$ cat src/rtl/id_stage_ctrl_pkg.sv
// Shared core decode types: RV32I opcodes, immediate-format select and ID slot states.
// Also hosts the immediate-format decode so the generator and controller agree.
package id_stage_ctrl_pkg;

   localparam logic [6:0] OPC_LOAD   = 7'b0000011;
   localparam logic [6:0] OPC_STORE  = 7'b0100011;
   localparam logic [6:0] OPC_BRANCH = 7'b1100011;
   localparam logic [6:0] OPC_JALR   = 7'b1100111;
   localparam logic [6:0] OPC_JAL    = 7'b1101111;
   localparam logic [6:0] OPC_OP     = 7'b0110011;
   localparam logic [6:0] OPC_OP_IMM = 7'b0010011;
   localparam logic [6:0] OPC_LUI    = 7'b0110111;
   localparam logic [6:0] OPC_AUIPC  = 7'b0010111;
   localparam logic [6:0] OPC_SYSTEM = 7'b1110011;

   typedef enum logic [2:0] {
      IMM_ITYPE   = 3'd0,
      IMM_LOGICAL = 3'd1,
      IMM_STYPE   = 3'd2,
      IMM_BTYPE   = 3'd3,
      IMM_UTYPE   = 3'd4,
      IMM_JTYPE   = 3'd5
   } imm_sel_e;

   typedef enum logic [1:0] {
      ST_EMPTY = 2'd0,
      ST_HOLD  = 2'd1,
      ST_STALL = 2'd2
   } id_state_e;

   // Shift-immediates (SLLI/SRLI/SRAI) carry a shamt, not a sign-extended immediate.
   function automatic imm_sel_e imm_sel_decode(input logic [6:0] opcode,
                                               input logic [2:0] funct3);
      imm_sel_e sel;
      sel = IMM_ITYPE;
      case (opcode)
         OPC_OP_IMM: sel = (funct3 == 3'b001 || funct3 == 3'b101) ? IMM_LOGICAL : IMM_ITYPE;
         OPC_LOAD,
         OPC_JALR:   sel = IMM_ITYPE;
         OPC_STORE:  sel = IMM_STYPE;
         OPC_BRANCH: sel = IMM_BTYPE;
         OPC_LUI,
         OPC_AUIPC:  sel = IMM_UTYPE;
         OPC_JAL:    sel = IMM_JTYPE;
         default:    sel = IMM_ITYPE;
      endcase
      return sel;
   endfunction

endpackage

$ cat src/rtl/id_stage_ctrl_load_use_detector.sv
// Combinational load-use check: does the slot instruction read the register
// that the load just issued to EX will write?
module load_use_detector
   import id_stage_ctrl_pkg::*;
#(
   parameter int DATA_WIDTH = 32
) (
   input  logic [DATA_WIDTH-1:0] instr_i,
   input  logic                  ld_pend_i,
   input  logic [4:0]            ld_rd_i,
   output logic                  hazard_o
);

   logic [6:0] opcode;
   logic       rs1_eq;
   logic       rs2_eq;
   logic       match;
   logic       unused_bits;

   assign opcode      = instr_i[6:0];
   assign rs1_eq      = (instr_i[19:15] == ld_rd_i);
   assign rs2_eq      = (instr_i[24:20] == ld_rd_i);
   assign unused_bits = ^{instr_i[DATA_WIDTH-1:25], instr_i[14:7]};

   // Only formats that actually read rs1/rs2 can depend on the load.
   always_comb begin
      match = 1'b0;
      case (opcode)
         OPC_OP,
         OPC_STORE,
         OPC_BRANCH: match = rs1_eq | rs2_eq;
         OPC_OP_IMM,
         OPC_LOAD,
         OPC_JALR:   match = rs1_eq;
         default:    match = 1'b0;
      endcase
   end

   assign hazard_o = ld_pend_i & match;

endmodule

$ cat src/rtl/id_stage_ctrl.sv
// ID-stage pipeline controller: IF/ID slot, IF/EX handshake, load-use bubbles,
// EX flush handling and immediate-format select for the decode datapath.
module id_stage_ctrl
   import id_stage_ctrl_pkg::*;
#(
   parameter int DATA_WIDTH = 32,
   parameter int CNT_WIDTH  = 16
) (
   input  logic                  clk_i,
   input  logic                  rst_i,
   input  logic                  if_valid_i,
   input  logic [DATA_WIDTH-1:0] if_instr_i,
   input  logic [DATA_WIDTH-1:0] if_pc_i,
   output logic                  if_ready_o,
   output logic                  id_valid_o,
   output logic [DATA_WIDTH-1:0] id_instr_o,
   output logic [DATA_WIDTH-1:0] id_pc_o,
   output imm_sel_e              id_imm_sel_o,
   input  logic                  ex_ready_i,
   input  logic                  flush_i,
   output logic [CNT_WIDTH-1:0]  bubble_cnt_o
);

   logic                  valid_q, valid_d;
   logic [DATA_WIDTH-1:0] instr_q, instr_d;
   logic [DATA_WIDTH-1:0] pc_q, pc_d;
   logic                  ld_pend_q, ld_pend_d;
   logic [4:0]            ld_rd_q, ld_rd_d;
   logic [CNT_WIDTH-1:0]  bubble_cnt_q, bubble_cnt_d;

   logic      ld_hazard;
   logic      hazard;
   logic      issue;
   logic      accept;
   logic      slot_is_load;
   id_state_e state;

   load_use_detector #(.DATA_WIDTH(DATA_WIDTH)) u_load_use_detector (
      .instr_i   (instr_q),
      .ld_pend_i (ld_pend_q),
      .ld_rd_i   (ld_rd_q),
      .hazard_o  (ld_hazard)
   );

   assign hazard       = valid_q & ld_hazard;
   assign slot_is_load = (instr_q[6:0] == OPC_LOAD) && (instr_q[11:7] != 5'd0);

   always_comb begin
      state = ST_EMPTY;
      if (valid_q) state = hazard ? ST_STALL : ST_HOLD;
   end

   assign issue      = (state == ST_HOLD) & ex_ready_i;
   assign if_ready_o = ~rst_i & (~valid_q | issue);
   assign accept     = if_valid_i & if_ready_o;

   always_comb begin
      valid_d      = valid_q;
      instr_d      = instr_q;
      pc_d         = pc_q;
      ld_pend_d    = ld_pend_q;
      ld_rd_d      = ld_rd_q;
      bubble_cnt_d = bubble_cnt_q;

      case (state)
         ST_EMPTY: begin
            if (ex_ready_i) ld_pend_d = 1'b0;
            if (accept) begin
               valid_d = 1'b1;
               instr_d = if_instr_i;
               pc_d    = if_pc_i;
            end
         end
         ST_HOLD: begin
            if (issue) begin
               ld_pend_d = slot_is_load;
               ld_rd_d   = instr_q[11:7];
               valid_d   = accept;
               if (accept) begin
                  instr_d = if_instr_i;
                  pc_d    = if_pc_i;
               end
            end
         end
         ST_STALL: begin
            // The bubble drains into EX; the dependent instruction stays put.
            if (ex_ready_i) begin
               ld_pend_d = 1'b0;
               if (!(&bubble_cnt_q))
                  bubble_cnt_d = bubble_cnt_q + {{(CNT_WIDTH-1){1'b0}}, 1'b1};
            end
         end
         default: ;
      endcase

      // Redirect wins over everything except reset; the counter is left alone.
      if (flush_i) begin
         valid_d   = 1'b0;
         ld_pend_d = 1'b0;
      end
   end

   always_ff @(posedge clk_i) begin
      if (rst_i) begin
         valid_q      <= 1'b0;
         instr_q      <= '0;
         pc_q         <= '0;
         ld_pend_q    <= 1'b0;
         ld_rd_q      <= '0;
         bubble_cnt_q <= '0;
      end else begin
         valid_q      <= valid_d;
         instr_q      <= instr_d;
         pc_q         <= pc_d;
         ld_pend_q    <= ld_pend_d;
         ld_rd_q      <= ld_rd_d;
         bubble_cnt_q <= bubble_cnt_d;
      end
   end

   assign id_valid_o   = (state == ST_HOLD);
   assign id_instr_o   = instr_q;
   assign id_pc_o      = pc_q;
   assign id_imm_sel_o = imm_sel_decode(instr_q[6:0], instr_q[14:12]);
   assign bubble_cnt_o = bubble_cnt_q;

endmodule

$ cat config.mk
export PLATFORM = sky130hd
export DESIGN_NAME = id_stage_ctrl
export DESIGN_NICKNAME = d
export VERILOG_FILES = /design/src/rtl/id_stage_ctrl_pkg.sv /design/src/rtl/id_stage_ctrl_load_use_detector.sv /design/src/rtl/id_stage_ctrl.sv
export SDC_FILE = /design/constraint.sdc
export NUM_CORES = 1
export LEC_CHECK = 0
export BUFFER_PORTS_ARGS = -buffer_cell sky130_fd_sc_hd__buf_2
export CAP_MARGIN = 40
export CORE_MARGIN = 1
export CORE_UTILIZATION = 49
export CTS_CLUSTER_DIAMETER = 30
export DETAILED_ROUTE_END_ITERATION = 8
export GPL_TIMING_DRIVEN = 0
export PLACE_DENSITY = 0.8
export SYNTH_ARGS = -nofsm -noshare
export SYNTH_HDL_FRONTEND = slang
export SYNTH_SLANG_ARGS = --single-unit
$ cat constraint.sdc
create_clock -name clk_i -period 2.5 [get_ports clk_i]
set_input_delay 0.5 -clock clk_i [delete_from_list [all_inputs] [get_ports clk_i]]
set_output_delay 0.5 -clock clk_i [all_outputs]
set_load 0.01 [all_outputs]
==> flow_metrics.tcl <==
set metrics [dict create \
    status "finished clean" \
    num_rows 32 \
    required_ps 2000 \
    synth.avg_cell_area_sq_um 8.71 \
    synth_top_family_by_area "compound AO/OA/AOI/OAI gates" \
    hold_viol_final 0 \
    synth_cell_type_count 41 \
    pin_count 154 \
    drt_iter0_drc 122 \
    cts_sinks 87 \
    setup_ws_ps 73.2 \
    synth_xor_area_share_pct 2.18 \
    critPathTopFamily "simple AND/OR/NAND/NOR gates" \
    timing.final.crit_share_pct 97.1 \
    ys_warn_count 0 \
    totalWireLength_microns 11200 \
    drive_above_1_share_pct 34.7 \
    clkLatencyLatePin_ps 360 \
    cts_hold_buf 0 \
    die_h_microns 92.5 \
    h-tree-depth 3 \
    worstPathCellList "a21boi_2 > nand4_1 > nor4_4 > o21ai_4 > a21boi_2 > nor2_1 > buf_2" \
    initial_utilization_pct 51.4 \
    synthAdderAreaFrac_pct 0.312 \
    area_delta_synth_final_pct 29.7 \
    cts_root_buf "clkbuf_8" \
    power_density_mw_per_mm2 653 \
    place_ws_ps -112 \
    gr-total-overflow 0 \
    skew_ps 11.8 \
    dp_hpwl_microns 8440 \
    crit_type "register to output pin" \
    synthCells 461 \
    ys_seq_elements 87 \
    crit_slowest_cell "nor4_4" \
    drc_errors 0 \
    grt_antenna_before_repair 0 \
    fmax_mhz 412 \
    final-max-slew-violation-count 0 \
    grt_pass1_wl_microns 17900 \
    arrival_ps 1930 \
    place_congestion 0.851 \
    post-route-util_pct 66.7 \
    critPathBufInv 1 \
    port_buffers 153 \
    clkTransAtPathRegs_ps 90 \
    vias 3996 \
    dieArea_sq_mm 0.00856 \
    routed_via_density 5.44 \
    max_cap_viol_count 0 \
    fill_cells 717 \
    seq_area_frac_synth_pct 43.4 \
    power.leakage_nw 2.31 \
    first_global_vias 3772 \
    cts_buffer_depth 2 \
    yosys-mux-area-fraction_pct 5.86 \
    syn-cell-area_sq_mm 0.00402 \
    max_slew_margin_pct 64.9 \
    setup_viol 0 \
    antenna_left 0 \
    die_x_microns 92.5 \
    synth_compound_area_share_pct 23.9 \
    cpMostUsedCell "a21boi_2" \
    core-area_sq_mm 0.00781 \
    worst_slew_pin_slew_ps 527 \
    endpoint_kind "output pin" \
    syn_nets 531 \
    cts_buffers 9 \
    worst_setup_path_start_kind "register" \
    yosys.area_share.simple_pct 14.3 \
    critPathMaxStageDelay_ps 390 \
    grt_usage_pct 26.2 \
    min_period_ps 2430 \
    routedWlPerCell_microns 15.3 \
    whs_ps 342 \
    fin_nets 697 \
    grt_max_degree 16 \
    peakVddDrop_uv 410 \
    critical_path.max_fanout 7 \
    hold_path_class "input pin to register" \
    drt-pass1-iter-count 4 \
    cts_tree "done" \
    antenna-diode-count 0 \
]
## logic make-up after synthesis
logic type / count (synthesis)
XOR/XNOR: 10
adder cells (fa/ha/maj): 1
AO/OA/AOI/OAI: 141
flip-flops: 87
buffers and inverters: 100
multiplexers: 21
AND/OR/NAND/NOR: 101
## timing repair
| item | CTS | global route |
|---|---|---|
| setup endpoints to repair | 2 | 18 |
| pin swaps | 0 | 4 |
| gates resized for setup | 5 | 12 |
| buffers inserted | 0 | 4 |
| hold endpoints to repair | 0 | 0 |
## per-stage QoR
stage	std cells	instance area (sq um)	power, mW	TNS [ps]
after global placement	716	4910	2.22	-79.8
after CTS	731	5160	3.41	0
after detailed placement	716	4910	2.24	-112
after global routing	734	5210	3.56	-34.2
final	734	5210	3.40	0
after floorplan	461	4020	1.97	0
## where the power goes
group          internal, mW  leakage (nW)  switching [mW]
combinational         0.264          1.47           0.348
sequential             1.51         0.722          0.0941
clock                 0.673         0.121           0.511
total                  2.45          2.31           0.952
## placed cells by master (no fill, tap or decap), types with 2 or more instances in the layout
master,count
nand3_1,13
clkbuf_1,26
bufinv_16,3
dfxtp_2,7
o21ai_0,63
buf_2,159
xor2_1,4
inv_1,60
inv_6,2
a21boi_2,2
nor2_1,21
buf_1,2
nand3b_1,2
buf_6,2
o31ai_1,4
clkbuf_8,9
nor2b_1,20
a21oi_1,8
nand2b_1,2
nor3_1,8
buf_4,5
and3_1,4
nand2_1,10
o41ai_1,59
nor4_1,6
dfxtp_1,79
and2_1,2
xnor2_1,6
or4_1,4
mux2_2,20
## final cells by class
type	count	area [sq um]	share of cell area, %
sequential	87	1750	33.7
inverter	60	225	4.32
multi-input combinational	274	1890	36.2
buffer	38	174	3.34
clock inverter	6	116	2.23
timing repair buffer	157	796	15.3
tap	102	128	2.45
clock buffer	10	128	2.45
## cells in the mapped netlist (all sizes together)
cell type / n / share of area (%)
a2111oi: 1 / 0.22
a21boi: 2 / 0.37
a21oi: 8 / 1.0
a41o: 1 / 0.25
a41oi: 1 / 0.22
and2: 2 / 0.31
and3: 4 / 0.62
and4: 1 / 0.22
buf: 12 / 1.8
clkbuf: 28 / 2.6
dfxtp: 87 / 43
ha: 1 / 0.31
inv: 60 / 5.6
mux2: 20 / 5.6
mux2i: 1 / 0.25
nand2: 10 / 0.93
nand2b: 2 / 0.31
nand3: 14 / 2.1
nand3b: 2 / 0.37
nand4: 1 / 0.16
nor2: 23 / 2.3
nor2b: 20 / 3.1
nor3: 9 / 1.2
nor4: 7 / 1.5
nor4bb: 1 / 0.25
o21a: 1 / 0.19
o21ai: 64 / 8.1
o31ai: 4 / 0.75
o41ai: 59 / 13
or3: 1 / 0.16
or4: 4 / 0.75
xnor2: 6 / 1.3
xor2: 4 / 0.87
## flip-flops by register name, indices dropped and copies added, names as in the netlist
| signal | flops |
|---|---|
| valid_q | 1 |
| ld_pend_q | 1 |
| ld_rd_q | 5 |
| id_instr_o | 32 |
| id_pc_o | 32 |
| bubble_cnt_o | 16 |
## routing by layer
layer	vias up	track usage (%)	wire, microns
met5	-	0	0
met2	139	45.6	5430
met1	1851	31.8	4870
li1	1995	-	-
met3	11	6.16	783
met4	0	8.20	147
## final timing paths
path | depth (start not counted) | slack (ps) | start | end
max | 7 | 70 | id_instr_o[6] | if_ready_o
min | 2 | 340 | flush_i | ld_pend_q
max reg2reg | 8 | 170 | id_instr_o[6] | bubble_cnt_o[5]
min reg2reg | 2 | 470 | id_pc_o[25] | id_pc_o[25]
## worst reg2reg max path: cells and delay by family (launching register included)
| family | cells | cell delay, ps |
|---|---|---|
| AOI/OAI and AO/OA | 2 | 300 |
| buffers and inverters | 2 | 320 |
| DFF | 1 | 370 |
| muxes | 1 | 370 |
| and+or+nand+nor | 3 | 870 |
Note: power is estimated with default switching activity, not from simulation.
